[config.mk]
export PLATFORM = sky130hd
export DESIGN_NAME = iddrx2_dqsa_rx_flat
export DESIGN_NICKNAME = d
export VERILOG_FILES = /design/src/rtl/iddrx2_dqsa_rx_if.sv /design/src/rtl/iddrx2_dqsa_rx.sv /design/src/flat_wrapper.sv
export SDC_FILE = /design/constraint.sdc
export NUM_CORES = 1
export LEC_CHECK = 0
export CORE_AREA = 2 2 51 48
export DETAILED_ROUTE_END_ITERATION = 10
export DIE_AREA = 0 0 53 50
export GPL_ROUTABILITY_DRIVEN = 0
export HOLD_SLACK_MARGIN = 0.02
export PLACE_DENSITY = 0.79
export SLEW_MARGIN = 20
export SYNTH_ARGS = -nofsm -noshare
export SYNTH_HDL_FRONTEND = slang
export SYNTH_SLANG_ARGS = --single-unit
export TNS_END_PERCENT = 5
[constraint.sdc]
create_clock -name ECLK -period 1.46 [get_ports ECLK]
set_input_delay 0.292 -clock ECLK [delete_from_list [all_inputs] [get_ports ECLK]]
set_output_delay 0.292 -clock ECLK [all_outputs]
set_load 0.05 [all_outputs]
[src/rtl/iddrx2_dqsa_rx_if.sv]
// DQ read-capture bundle between the pad-side driver and the x2 read-capture block.
// The master side drives pad data and read requests; the slave side returns deserialized words.
interface iddrx2_dqsa_rx_if;
    logic D;
    logic RDEN;
    logic Q0;
    logic Q1;
    logic Q2;
    logic Q3;
    logic DVALID;
    logic BUSY;
    logic ERR;

    modport master (output D, RDEN, input Q0, Q1, Q2, Q3, DVALID, BUSY, ERR);
    modport slave  (input D, RDEN, output Q0, Q1, Q2, Q3, DVALID, BUSY, ERR);
endinterface

[src/rtl/iddrx2_dqsa_rx.sv]
// x2 DDR read capture with 1:4 gearbox; first word READ_LAT+2 ECLK rises after RDEN acceptance.
// No backpressure: RDEN while BUSY is dropped and flagged on ERR; words are emitted unconditionally.
module iddrx2_dqsa_rx #(
    parameter int BURST_LEN = 8,
    parameter int READ_LAT  = 2
) (
    input  logic              ECLK,
    input  logic              RSTN,
    iddrx2_dqsa_rx_if.slave   rx
);
    localparam int          N        = BURST_LEN / 2;
    localparam logic [3:0]  LAT_LOAD = (READ_LAT > 1) ? 4'(READ_LAT - 2) : 4'd0;
    localparam logic [3:0]  CAP_LAST = 4'(N - 1);

    typedef enum logic [1:0] {IDLE, PRE, DATA} state_t;

    state_t      state, state_nxt;
    logic [3:0]  lat_cnt, lat_cnt_nxt;
    logic [3:0]  cap_cnt, cap_cnt_nxt;
    logic        busy;
    logic        err_q;

    logic        rise_q;
    logic        fall_q;
    logic        cap_vld;
    logic        phase;
    logic [1:0]  part;
    logic [3:0]  word;
    logic        dvalid_q;

    assign busy = (state != IDLE);

    always_ff @(posedge ECLK or negedge RSTN) begin
        if (!RSTN) begin
            state   <= IDLE;
            lat_cnt <= '0;
            cap_cnt <= '0;
            err_q   <= 1'b0;
        end else begin
            state   <= state_nxt;
            lat_cnt <= lat_cnt_nxt;
            cap_cnt <= cap_cnt_nxt;
            err_q   <= rx.RDEN && busy;
        end
    end

    always_comb begin
        state_nxt   = state;
        lat_cnt_nxt = lat_cnt;
        cap_cnt_nxt = cap_cnt;
        case (state)
            IDLE: begin
                if (rx.RDEN) begin
                    cap_cnt_nxt = '0;
                    if (READ_LAT == 1) begin
                        state_nxt = DATA;
                    end else begin
                        state_nxt   = PRE;
                        lat_cnt_nxt = LAT_LOAD;
                    end
                end
            end
            PRE: begin
                if (lat_cnt == 4'd0) state_nxt = DATA;
                else                 lat_cnt_nxt = lat_cnt - 4'd1;
            end
            DATA: begin
                if (cap_cnt == CAP_LAST) begin
                    state_nxt   = IDLE;
                    cap_cnt_nxt = '0;
                end else begin
                    cap_cnt_nxt = cap_cnt + 4'd1;
                end
            end
            default: state_nxt = IDLE;
        endcase
    end

    // Odd beats land on the falling edge and are only consumed at the next rise.
    always_ff @(negedge ECLK or negedge RSTN) begin
        if (!RSTN) fall_q <= 1'b0;
        else       fall_q <= rx.D;
    end

    // A rise/fall pair completes one rising edge after its capture edge; two pairs make a word.
    always_ff @(posedge ECLK or negedge RSTN) begin
        if (!RSTN) begin
            rise_q   <= 1'b0;
            cap_vld  <= 1'b0;
            phase    <= 1'b0;
            part     <= '0;
            word     <= '0;
            dvalid_q <= 1'b0;
        end else begin
            cap_vld  <= (state == DATA);
            dvalid_q <= 1'b0;
            if (state == DATA) rise_q <= rx.D;
            if (cap_vld) begin
                phase <= ~phase;
                if (!phase) begin
                    part <= {rise_q, fall_q};
                end else begin
                    word     <= {part, rise_q, fall_q};
                    dvalid_q <= 1'b1;
                end
            end
        end
    end

    assign rx.Q0     = word[3];
    assign rx.Q1     = word[2];
    assign rx.Q2     = word[1];
    assign rx.Q3     = word[0];
    assign rx.DVALID = dvalid_q;
    assign rx.BUSY   = busy;
    assign rx.ERR    = err_q;
endmodule

[src/flat_wrapper.sv]
// flat-port wrapper written by rule: the top's interface ports become plain ports
module iddrx2_dqsa_rx_flat 
#(
    parameter int BURST_LEN = 8,
    parameter int READ_LAT  = 2
)
  (ECLK, RSTN, rx_D, rx_RDEN, rx_Q0, rx_Q1, rx_Q2, rx_Q3, rx_DVALID, rx_BUSY, rx_ERR);
  iddrx2_dqsa_rx_if rx_i ();
  input  logic ECLK;
  input  logic RSTN;
  input wire logic [$bits(rx_i.D)-1:0] rx_D;
  input wire logic [$bits(rx_i.RDEN)-1:0] rx_RDEN;
  output wire logic [$bits(rx_i.Q0)-1:0] rx_Q0;
  output wire logic [$bits(rx_i.Q1)-1:0] rx_Q1;
  output wire logic [$bits(rx_i.Q2)-1:0] rx_Q2;
  output wire logic [$bits(rx_i.Q3)-1:0] rx_Q3;
  output wire logic [$bits(rx_i.DVALID)-1:0] rx_DVALID;
  output wire logic [$bits(rx_i.BUSY)-1:0] rx_BUSY;
  output wire logic [$bits(rx_i.ERR)-1:0] rx_ERR;
  assign rx_i.D = rx_D;
  assign rx_i.RDEN = rx_RDEN;
  assign rx_Q0 = rx_i.Q0;
  assign rx_Q1 = rx_i.Q1;
  assign rx_Q2 = rx_i.Q2;
  assign rx_Q3 = rx_i.Q3;
  assign rx_DVALID = rx_i.DVALID;
  assign rx_BUSY = rx_i.BUSY;
  assign rx_ERR = rx_i.ERR;
  iddrx2_dqsa_rx #(.BURST_LEN(BURST_LEN), .READ_LAT(READ_LAT)) u_core (.ECLK(ECLK), .RSTN(RSTN), .rx(rx_i));
endmodule
Yosys cells after proc, flatten, opt, wreduce, memory -nomap -nowiden
Index checks and enable logic that the tools add are counted.

Bits in registers: 22. Bits in latches: 0. Memory bits (writable): 0. Memories kept: 0. Bits of input ports: 4. Memory bits (read-only): 0.

Multiplexer cells: 11. Shift operators: 0. Divide/modulo/power cells: 0. Order comparisons: 0. Reductions and logical operators: 11. $mul: 0. Add/sub/neg operators: 2. Bitwise logic cells: 1. Equal/unequal tests: 7.

Operators with widths (number): 4-bit case mux with 2 select lines (2); 4-bit 2-to-1 mux (3); 2-bit 2-to-1 mux (3); 2-bit case mux with 3 select lines (1); 2-bit AND reduction (3); 3-bit AND reduction (2); 2-bit nonzero test (3); 4-bit by 1-bit adder with 4-bit output (second input constant) (1); 4-bit by 2-bit equality test with 1-bit output (second input constant) (1); 4-bit zero test (1); 2-bit by 1-bit inequality test with 1-bit output (second input constant) (2); 2-bit inequality test (second input constant) (2); 4-bit by 1-bit subtractor with 4-bit output (second input constant) (1); 2-bit by 1-bit equality test with 1-bit output (second input constant) (1); 2-bit equality test (second input constant) (1); 2-bit zero test (1); 1-bit 2-to-1 mux (2); 1-bit logical AND (1); 1-bit NOT (1).

Depth between registers and ports, before layout
Depth after elaboration: 3. Mapped depth: 5.

==> metrics.md <==
| Metric | Value |
|---|---|
| Outcome | finished, final reports clean |
| Initial core utilization | 46.5% |
| Crit-path max FO | 2 |
| I/O Pins | 11 |
| Fin crit share | 99.9% |
| Core Area | 2100 sq um |
| Ant. Diodes | 0 |
| Initial antenna violation count | 0 |
| Sw frac | 40.2% |
| DRT Pass-1 Iters | 4 |
| Slew @ Worst Pin | 307 ps |
| Setup violations, final | 0 |
| Highest ir drop seen on vdd | 1.26 mV |
| GRT Total Usage | 18.7% |
| WP data required | 1170 ps |
| Reg power frac | 36.6% |
| Share of cells above drive strength 1 | 34.6% |
| Most common cell after layout, fill and taps aside | dfrtp_1 |
| Final Power | 2.97 mW |
| Max-cap violations | 0 |
| Final Max Tran Viols | 0 |
| Synth warnings | 0 |
| Clk Latency, worst-skew pair | 320 ps |
| R2r setup slk | 30 ps |
| RSZ-0062 raised after global routing | true |
| Clock share of power | 9.6% |
| Chip Height | 50 um |
| Crit end category | primary output |
| Detailed-route via count | 706 |
| Synth Register Bits | 22 |
| Crit path DAT | 1170 ps |
| Port bufs | 10 |
| Vias per cell | 5.39 |
| Chip width | 53 um |
| LEAKAGE | 0.594 nW |
| NetSw | 1.20 mW |
| Clock transition at path regs | 120 ps |
| Clock Sinks | 22 |
| Wire per inst | 14.7 um |
| Mean Syn Cell Area | 11.9 sq um |
| Hold slack | 349 ps |
| Initial drt markers | 9 |
| Total routed wirelength | 1930 um |
| Internal cell power | 1.78 mW |
| Area grow syn2layout | 32.0% |
| First-pass GRT wire length | 3460 um |
| Logic gate share of total power | 53.8% |
| Final net count | 112 |
| Post-layout min period | 1460 ps |
| Vias in the first global route | 743 |
| Largest net degree at the start of global routing | 22 |
| Maximum level of the CTS H-tree | 1 |
| Clk buf depth | 2 |
| Unique masters post-synth | 28 |
| Hold WC Path Type | in2async |
| Clk root buf | clkbuf_4 |
| TritonCTS Buffers | 3 |
| CTS tree | yes |
| Most frequent cells in the layout | 19 x dfrtp_1, 10 x buf_4, 8 x nand2_1 |
| Cell Rows | 16 |
| Final hold vios | 0 |
| Remaining routing DRC violations | 0 |
| Detail Route Antenna Nets | 0 |
| Fmax | 686 MHz |
| EDFF count, synth | 0 |
| Seq/Total Area, Yosys | 56.3% |
| Synth async-reset ratio | 100% |
| Worst slew margin | 79.5% |
| Synth Flop Type | dfrtp_1 |
| Crit path kind | reg2out |
| Grt ovf | 0 |
| Cells after Synth | 82 |
| Pwr per Cell Area | 2300 nW/um^2 |
| Post-synthesis net count | 89 |
| Post-DP HPWL | 1380 um |
| Die area | 2650 sq um |
| Hold_buf cts | 0 |
| Setup Skew | 19.2 ps |
| Startpoint Class | flop |
| Post-Syn Area | 978 sq um |
-- power by group through the flow --
| stage | sequential [mW] | combinational, mW | clock, mW |
|---|---|---|---|
| finish | 1.09 | 1.60 | 0.285 |
| global route | 1.13 | 1.73 | 0.320 |
| CTS | 1.08 | 1.59 | 0.297 |
| detailed placement | 1.13 | 1.46 | 0 |
| global placement | 1.10 | 1.41 | 0 |
| floorplan | 1.25 | 0.689 | 0 |
-- final cells by class --
cell class / count / area [sq um]
clock buffers: 4 / 26.3
fillers: 159 / 811
inverters: 5 / 18.8
multi-input cells: 53 / 419
flip-flops and latches: 22 / 553
well taps: 27 / 33.8
repair buffers: 20 / 240
-- metal layers --
layer	vias to the layer above	global-route usage, %	part of all wire, %
met5	-	0	0
met4	0	11.5	3.2
met3	4	3.64	2.9
met2	13	29.8	52
met1	355	22.9	42
li1	334	-	-
-- worst paths after layout --
check,startpoint,to,cells past startpoint
setup / recovery,u_core.state[0]$_DFFE_PN0P_,rx_BUSY,2
hold / removal,RSTN,u_core.lat_cnt[2]$_DFFE_PN0P_,2
setup reg to reg,u_core.lat_cnt[1]$_DFFE_PN0P_,u_core.lat_cnt[1]$_DFFE_PN0P_,5
hold reg to reg,u_core.cap_vld$_DFF_PN0_,u_core.phase$_DFFE_PN0P_,1
max in group asynchronous,RSTN,u_core.fall_q$_DFF_NN0_,1
min in group ECLK,u_core.cap_vld$_DFF_PN0_,u_core.phase$_DFFE_PN0P_,1
-- flip-flops by register name, indices dropped and copies added (netlist names) --
name / flops
u_core.rx.DVALID: 1
u_core.cap_cnt: 4
u_core.word: 4
u_core.fall_q: 1
u_core.rx.ERR: 1
u_core.lat_cnt: 4
u_core.state: 2
u_core.cap_vld: 1
u_core.rise_q: 1
u_core.phase: 1
u_core.part: 2
-- Yosys cell counts, drive strengths merged, types with 2 or more instances --
master | n | share of area, %
and2 | 2 | 1.3
a21oi | 2 | 1.0
mux2 | 7 | 8.1
dfrtp | 21 | 54
nor2b | 2 | 1.3
inv | 5 | 1.9
clkbuf | 2 | 0.77
ha | 3 | 3.8
nand2 | 8 | 3.1
nand2b | 3 | 1.9
nand3 | 5 | 2.6
o21ai | 5 | 2.6
o21bai | 2 | 1.5
or3 | 2 | 1.8
-- logic make-up after synthesis --
group                      after synthesis  share of synthesized area [%]
AOI/OAI and AO/OA                       14                           11.5
xor gates and xnor gates                 1                          0.895
adders and majority gates                3                           3.84
buffers and inverters                    7                           2.69
DFF                                     22                           56.3
muxes                                    7                           8.06
and+or+nand+nor                         28                           16.8
-- metrics by stage --
stage	util (%)	cells	worst slack, ps	area [sq um]	setup TNS, ps
after CTS	61.1	131	2.56	1280	0
after global routing	61.4	131	-25.4	1290	-45.4
after detailed placement	58.4	125	-172	1230	-172
final	61.4	131	1.22	1290	0
after floorplan	-	82	8.19	983	0
after global placement	58.4	125	-137	1230	-137
-- critical path: stages, from the launching register on --
cell and delay, ps:
dfrtp_2 430, or2_4 260, buf_8 150
-- what timing repair did --
action,CTS,global route
endpoints found under the hold margin,0,0
pin swaps,0,3
gates resized for setup,6,2
setup endpoints to repair,2,4
buffers inserted,2,0
No activity file was read; power rests on OpenSTA's default activity.
